--- src/rtl/clk_sel_if.sv ---
// clk_sel_if: source-select request handshake between the DMA control registers and the sequencer
interface clk_sel_if;
    logic req_valid;
    logic req_sel;
    logic req_ready;
    modport master (output req_valid, req_sel, input req_ready);
    modport slave (input req_valid, req_sel, output req_ready);
endinterface

--- src/rtl/clk_sel_seq.sv ---
// clk_sel_seq: break-before-make enable sequencer for the AXI/pixel glitch-free clock switch
module clk_sel_seq #(
    parameter int OFF_CYC = 8,
    parameter int ON_CYC = 8,
    parameter int HB_MIN = 4,
    parameter int ALIVE_TO = 256,
    parameter int CNT_W = 9
) (
    input  logic      clk0,
    input  logic      clk0_rst_n,
    clk_sel_if.slave  req,
    input  logic      clk1_hb,
    input  logic      err_clr,
    output logic      clk0_enable,
    output logic      clk1_enable,
    output logic      cur_sel,
    output logic      busy,
    output logic      done,
    output logic      err,
    output logic      err_sticky
);
    localparam int HB_W = $clog2(HB_MIN + 1);
    typedef enum logic [2:0] {IDLE, OFF, CHK, ON, FIN} state_t;
    state_t state, state_nx;
    logic [CNT_W-1:0] cnt, cnt_nx;
    logic [HB_W-1:0] hb_cnt, hb_cnt_nx, hb_sum;
    logic [2:0] hb_sync;
    logic target, target_nx, fail, fail_nx, en0_nx, en1_nx, hb_edge, accept;
    assign hb_edge = hb_sync[1] ^ hb_sync[2];
    assign accept = req.req_valid & req.req_ready;
    assign hb_sum = (hb_cnt == HB_W'(HB_MIN)) ? hb_cnt : hb_cnt + HB_W'(hb_edge);
    always_comb begin
        state_nx = state;
        cnt_nx = cnt;
        hb_cnt_nx = hb_cnt;
        target_nx = target;
        fail_nx = fail;
        en0_nx = clk0_enable;
        en1_nx = clk1_enable;
        case (state)
            IDLE: if (accept) begin
                if (req.req_sel == cur_sel) state_nx = FIN;
                else begin
                    state_nx = OFF;
                    target_nx = req.req_sel;
                    cnt_nx = '0;
                    en0_nx = 1'b0;
                    en1_nx = 1'b0;
                end
            end
            OFF: if (cnt == CNT_W'(OFF_CYC - 1)) begin
                state_nx = target ? CHK : ON;
                cnt_nx = '0;
                hb_cnt_nx = '0;
                en0_nx = ~target;
            end else cnt_nx = cnt + CNT_W'(1);
            CHK: begin
                hb_cnt_nx = hb_sum;
                cnt_nx = cnt + CNT_W'(1);
                // a heartbeat arriving on the timeout cycle still counts as alive
                if (hb_sum == HB_W'(HB_MIN)) begin
                    state_nx = ON;
                    cnt_nx = '0;
                    en1_nx = 1'b1;
                end else if (cnt == CNT_W'(ALIVE_TO - 1)) begin
                    state_nx = ON;
                    cnt_nx = '0;
                    en0_nx = 1'b1;
                    target_nx = 1'b0;
                    fail_nx = 1'b1;
                end
            end
            ON: if (cnt == CNT_W'(ON_CYC - 1)) begin
                state_nx = FIN;
                cnt_nx = '0;
            end else cnt_nx = cnt + CNT_W'(1);
            FIN: begin
                state_nx = IDLE;
                fail_nx = 1'b0;
            end
            default: state_nx = IDLE;
        endcase
    end
    always_ff @(posedge clk0 or negedge clk0_rst_n) begin
        if (!clk0_rst_n) begin
            state <= IDLE;
            cnt <= '0;
            hb_cnt <= '0;
            hb_sync <= '0;
            target <= 1'b0;
            fail <= 1'b0;
            clk0_enable <= 1'b1;
            clk1_enable <= 1'b0;
            cur_sel <= 1'b0;
            req.req_ready <= 1'b1;
            busy <= 1'b0;
            done <= 1'b0;
            err <= 1'b0;
            err_sticky <= 1'b0;
        end else begin
            state <= state_nx;
            cnt <= cnt_nx;
            hb_cnt <= hb_cnt_nx;
            hb_sync <= {hb_sync[1:0], clk1_hb};
            target <= target_nx;
            fail <= fail_nx;
            clk0_enable <= en0_nx;
            clk1_enable <= en1_nx;
            req.req_ready <= state_nx == IDLE;
            busy <= state_nx != IDLE;
            done <= state == FIN;
            err <= (state == FIN) & fail;
            if (state == FIN) cur_sel <= target;
            err_sticky <= ((state == FIN) & fail) | (err_sticky & ~err_clr);
        end
    end
endmodule

--- src/flat_wrapper.sv ---
// flat-port wrapper written by rule: the top's interface ports become plain ports
module clk_sel_seq_flat 
#(
    parameter int OFF_CYC = 8,
    parameter int ON_CYC = 8,
    parameter int HB_MIN = 4,
    parameter int ALIVE_TO = 256,
    parameter int CNT_W = 9
)
  (clk0, clk0_rst_n, clk1_hb, err_clr, clk0_enable, clk1_enable, cur_sel, busy, done, err, err_sticky, req_req_valid, req_req_sel, req_req_ready);
  clk_sel_if req_i ();
  input  logic clk0;
  input  logic clk0_rst_n;
  input  logic clk1_hb;
  input  logic err_clr;
  output logic clk0_enable;
  output logic clk1_enable;
  output logic cur_sel;
  output logic busy;
  output logic done;
  output logic err;
  output logic err_sticky;
  input wire logic [$bits(req_i.req_valid)-1:0] req_req_valid;
  input wire logic [$bits(req_i.req_sel)-1:0] req_req_sel;
  output wire logic [$bits(req_i.req_ready)-1:0] req_req_ready;
  assign req_i.req_valid = req_req_valid;
  assign req_i.req_sel = req_req_sel;
  assign req_req_ready = req_i.req_ready;
  clk_sel_seq #(.OFF_CYC(OFF_CYC), .ON_CYC(ON_CYC), .HB_MIN(HB_MIN), .ALIVE_TO(ALIVE_TO), .CNT_W(CNT_W)) u_core (.clk0(clk0), .clk0_rst_n(clk0_rst_n), .req(req_i), .clk1_hb(clk1_hb), .err_clr(err_clr), .clk0_enable(clk0_enable), .clk1_enable(clk1_enable), .cur_sel(cur_sel), .busy(busy), .done(done), .err(err), .err_sticky(err_sticky));
endmodule
--- config.mk ---
export PLATFORM = sky130hd
export DESIGN_NAME = clk_sel_seq_flat
export DESIGN_NICKNAME = d
export VERILOG_FILES = /design/src/rtl/clk_sel_if.sv /design/src/rtl/clk_sel_seq.sv /design/src/flat_wrapper.sv
export SDC_FILE = /design/constraint.sdc
export NUM_CORES = 1
export LEC_CHECK = 0
export ABC_AREA = 0
export BUFFER_PORTS_ARGS = -buffer_cell sky130_fd_sc_hd__buf_2
export CAP_MARGIN = 20
export CORE_MARGIN = 1.5
export CORE_UTILIZATION = 45
export CTS_CLUSTER_DIAMETER = 200
export CTS_CLUSTER_SIZE = 40
export DETAILED_ROUTE_END_ITERATION = 8
export PLACE_DENSITY = 0.64
export SYNTH_ARGS = -nofsm -noshare
export SYNTH_HDL_FRONTEND = slang
export SYNTH_SLANG_ARGS = --single-unit
--- constraint.sdc ---
create_clock -name clk0 -period 6.92 [get_ports clk0]
set_clock_uncertainty 0.15 [all_clocks]
set_input_delay 0 -clock clk0 [delete_from_list [all_inputs] [get_ports clk0]]
set_output_delay 0 -clock clk0 [all_outputs]
set_load 0.05 [all_outputs]
==> impl_metrics.yaml <==
finish:
  syn_to_final_growth_pct: 11.0
  antenna_cells: 0
  nets: 185
  fin_util_pct: 51.7
  layout_common_cells: "26 x dfrtp_1, 18 x nand2_1, 13 x buf_2"
  layout-drive-gt1-share_pct: 18.6
  final_common_cell: "dfrtp_1"
synth:
  synthesis.nets: 165
  ys.flop_type: "dfrtp_1"
  synth_area_per_cell_um2: 10.1
  ys.warnings.count: 0
  synthArstFlopShare_pct: 100
  synth_edf_count: 0
  ys_ff_latch: 28
  ys_seq_area_share_pct: 45.2
  synth_cells: 154
  synth.distinct_cells: 52
  syn_area_um2: 1560
floorplanning:
  start_util_pct: 46.6
  coreArea_um2: 3340
  die_h_um: 61.8
  top_level_ports: 14
  row_count: 21
  die-width_um: 61.8
  design.die.area_um2: 3820
timing:
  setup_viol: 0
  period_minus_slack_ns: 2.92
  finalHoldViolations: 0
  slew_viol_final: 0
  fin_crit_sh_pct: 42.2
  tns_ns: 0
  rsz0062_at_grt: "false"
  tightest_slew_ns: 0.792
  fmax_ghz: 0.343
  fin_ws_ns: 4.00
  max-slew-margin-rel_pct: 47.1
worst_setup_path:
  worstSetupStartpointType: "flip-flop"
  timing.rr.end: "u_core.target"
  crit_fanout: 5
  cp.required_ns: 7.00
  cp_top_family: "simple AND/OR/NAND/NOR gates"
  cp_common_cell: "nand3_1"
  cp_slowest_cell: "dlygate4sd3_1"
  critPathArrivalTime_ns: 3.00
  critPathCaptureType: "flip-flop"
  rr_worst_depth: 11
  cp_cell_sequence: "ha_1 -> nand3_1 -> nor2_1 -> nand3_1 -> inv_1 -> ha_1 -> nand2_1 -> or4_1 -> o211ai_1 -> nand3_1 -> dlygate4sd3_1"
  path_class: "reg -> reg"
  rrSetupSlack_ns: 4.00
  crit_buf_inv: 2
  r2r_start: "u_core.cnt[0]"
  max_stage_delay_ns: 0.56
global_routing:
  antenna_found_initial: 0
  grt_first_pass_wirelength_um: 5030
  grt_pass1_vias: 1168
  overflow: 0
  grt_max_degree: 29
  grt_usage_pct: 17.8
run:
  maxCapViolations: 0
route:
  vias_per_cell: 5.75
  wl_per_cell_um: 14.5
  highest_layer: "met4"
  drc_errors: 0
  drt_iter0_drc: 74
  dr_total_vias: 1254
  drt-met1-wl_um: 1450
  wirelength_um: 3160
  wl_met3_um: 115
  postRouteAntennaNets: 0
  drtPass1Iterations: 4
  met2_length_um: 1550
worst_hold_path:
  hold_class: "in -> async"
clock_network:
  clockRootBuffer: "clkbuf_4"
  path_clk_slew_ns: 0.14
  htreeDepth: 1
  clock_path_buffers: 2
  clk_latency_ns: 0.33
  cts_num_sinks: 28
  numCtsBuffers: 3
  cts_resized: 0
  cts_tree: "yes"
pwr:
  power_density_nw_per_um2: 402
  vdd_ir_drop_max_mv: 0.178
  seq_power_share_pct: 42.1
  clkPwrFrac_pct: 9.6
  leakage_nw: 0.735
  p_sw_share_pct: 47.1
  switchingPower_mw: 0.327
  pwr-share-comb_pct: 48.3
  p_int_mw: 0.368
placed_design:
  port_buffers: 13
  dp_worst_setup_slack_ns: 4.16
  gp_congestion: 0.844
  dp_hpwl_um: 2230
status:
  status: "completed"
[cell families (layout without fill, tap and decap cells)]
| group | Yosys count | after routing | synth area share [%] |
|---|---|---|---|
| AOI/OAI and AO/OA | 34 | 34 | 13.8 |
| xor gates and xnor gates | 2 | 2 | 1.13 |
| adders and majority gates | 5 | 5 | 4.02 |
| buffers and inverters | 9 | 27 | 3.38 |
| DFF | 28 | 28 | 45.2 |
| muxes | 3 | 3 | 2.09 |
| and+or+nand+nor | 73 | 73 | 30.3 |
[power groups by stage]
stage	registers [mW]	logic [mW]	clock network (mW)
after floorplan	0.305	0.252	0
after global placement	0.292	0.324	0
after detailed placement	0.294	0.331	0
after CTS	0.291	0.336	0.0693
after global routing	0.303	0.368	0.0764
final	0.292	0.335	0.0665
[through the flow]
stage | cell area, um^2 | instances | total power, mW | hold WS, ns
final | 1730 | 218 | 0.694 | 0.0685
after floorplan | 1560 | 154 | 0.558 | -0.446
after global placement | 1640 | 209 | 0.616 | -0.110
after CTS | 1730 | 218 | 0.696 | 0.0802
after detailed placement | 1640 | 209 | 0.625 | -0.0926
after global routing | 1730 | 218 | 0.747 | 0.122
[registers in the layout, indices dropped and copies added (netlist names)]
name,count
u_core.cnt,9
u_core.hb_cnt,3
u_core.hb_sync,3
u_core.state,3
u_core.busy,1
u_core.clk0_enable,1
u_core.clk1_enable,1
u_core.cur_sel,1
u_core.done,1
u_core.err,1
u_core.err_sticky,1
u_core.fail,1
u_core.req.req_ready,1
u_core.target,1
[per-layer routing]
layer / GRT usage, % / up-vias
met4: 7.90 / 0
met1: 22.6 / 596
met3: 2.48 / 6
met2: 29.9 / 37
li1: - / 615
met5: 0 / -
[worst max path at each step]
stage                         end  cells past startpoint  slack, ns          start
finish              u_core.target                     11       4.00  u_core.cnt[0]
global route        u_core.target                     11       3.83  u_core.cnt[0]
floorplan           u_core.cnt[3]                     10       4.43  u_core.cnt[0]
detailed placement  u_core.cnt[6]                     10       4.16  u_core.cnt[0]
global placement    u_core.cnt[3]                     10       4.25  u_core.cnt[0]
CTS                 u_core.target                     11       4.04  u_core.cnt[0]
[worst reg2reg max path, cell delays in order (launching register included)]
cell	delay (ns)
dfrtp_1	0.43
ha_1	0.24
nand3_1	0.19
nor2_1	0.14
nand3_1	0.11
inv_1	0.08
ha_1	0.21
nand2_1	0.06
or4_1	0.43
o211ai_1	0.13
nand3_1	0.10
dlygate4sd3_1	0.56
[cell usage after synthesis (all sizes together) (2+ instances only)]
library cell  instances  area, um^2
mux2                  2        22.5
o221ai                2        17.5
o21ai                11        55.1
and3                  2        12.5
dfrtp                26         651
a31oi                 3        18.8
nor4                  2        33.8
dfstp                 2        52.6
nor3b                 2        20.0
nor4b                 2        30.0
xor2                  2        17.5
nor2b                 4        25.0
nor2                 10        47.6
nand2                19        73.8
nor3                  4        25.0
o211ai                5        37.5
buf                   3        30.0
inv                   5        18.8
and2                  3        20.0
or4                   3        30.0
ha                    5        62.6
or3                   3        18.8
nand3                 8        40.0
a21oi                 6        30.0
nand4                 4        25.0
[area by class of cell]
type,count,area (um^2)
flip-flops and latches,28,703
well taps,46,57.6
repair buffers,19,125
inverters,5,18.8
multi-input cells,117,800
fillers,328,1610
clock buffers,3,22.5
[what timing repair did]
action / CTS / global route
hold buffers: 6 / 0
buffers inserted: 0 / 0
hold endpoints to repair: 32 / 0
Note: power is estimated with default switching activity, not from simulation.
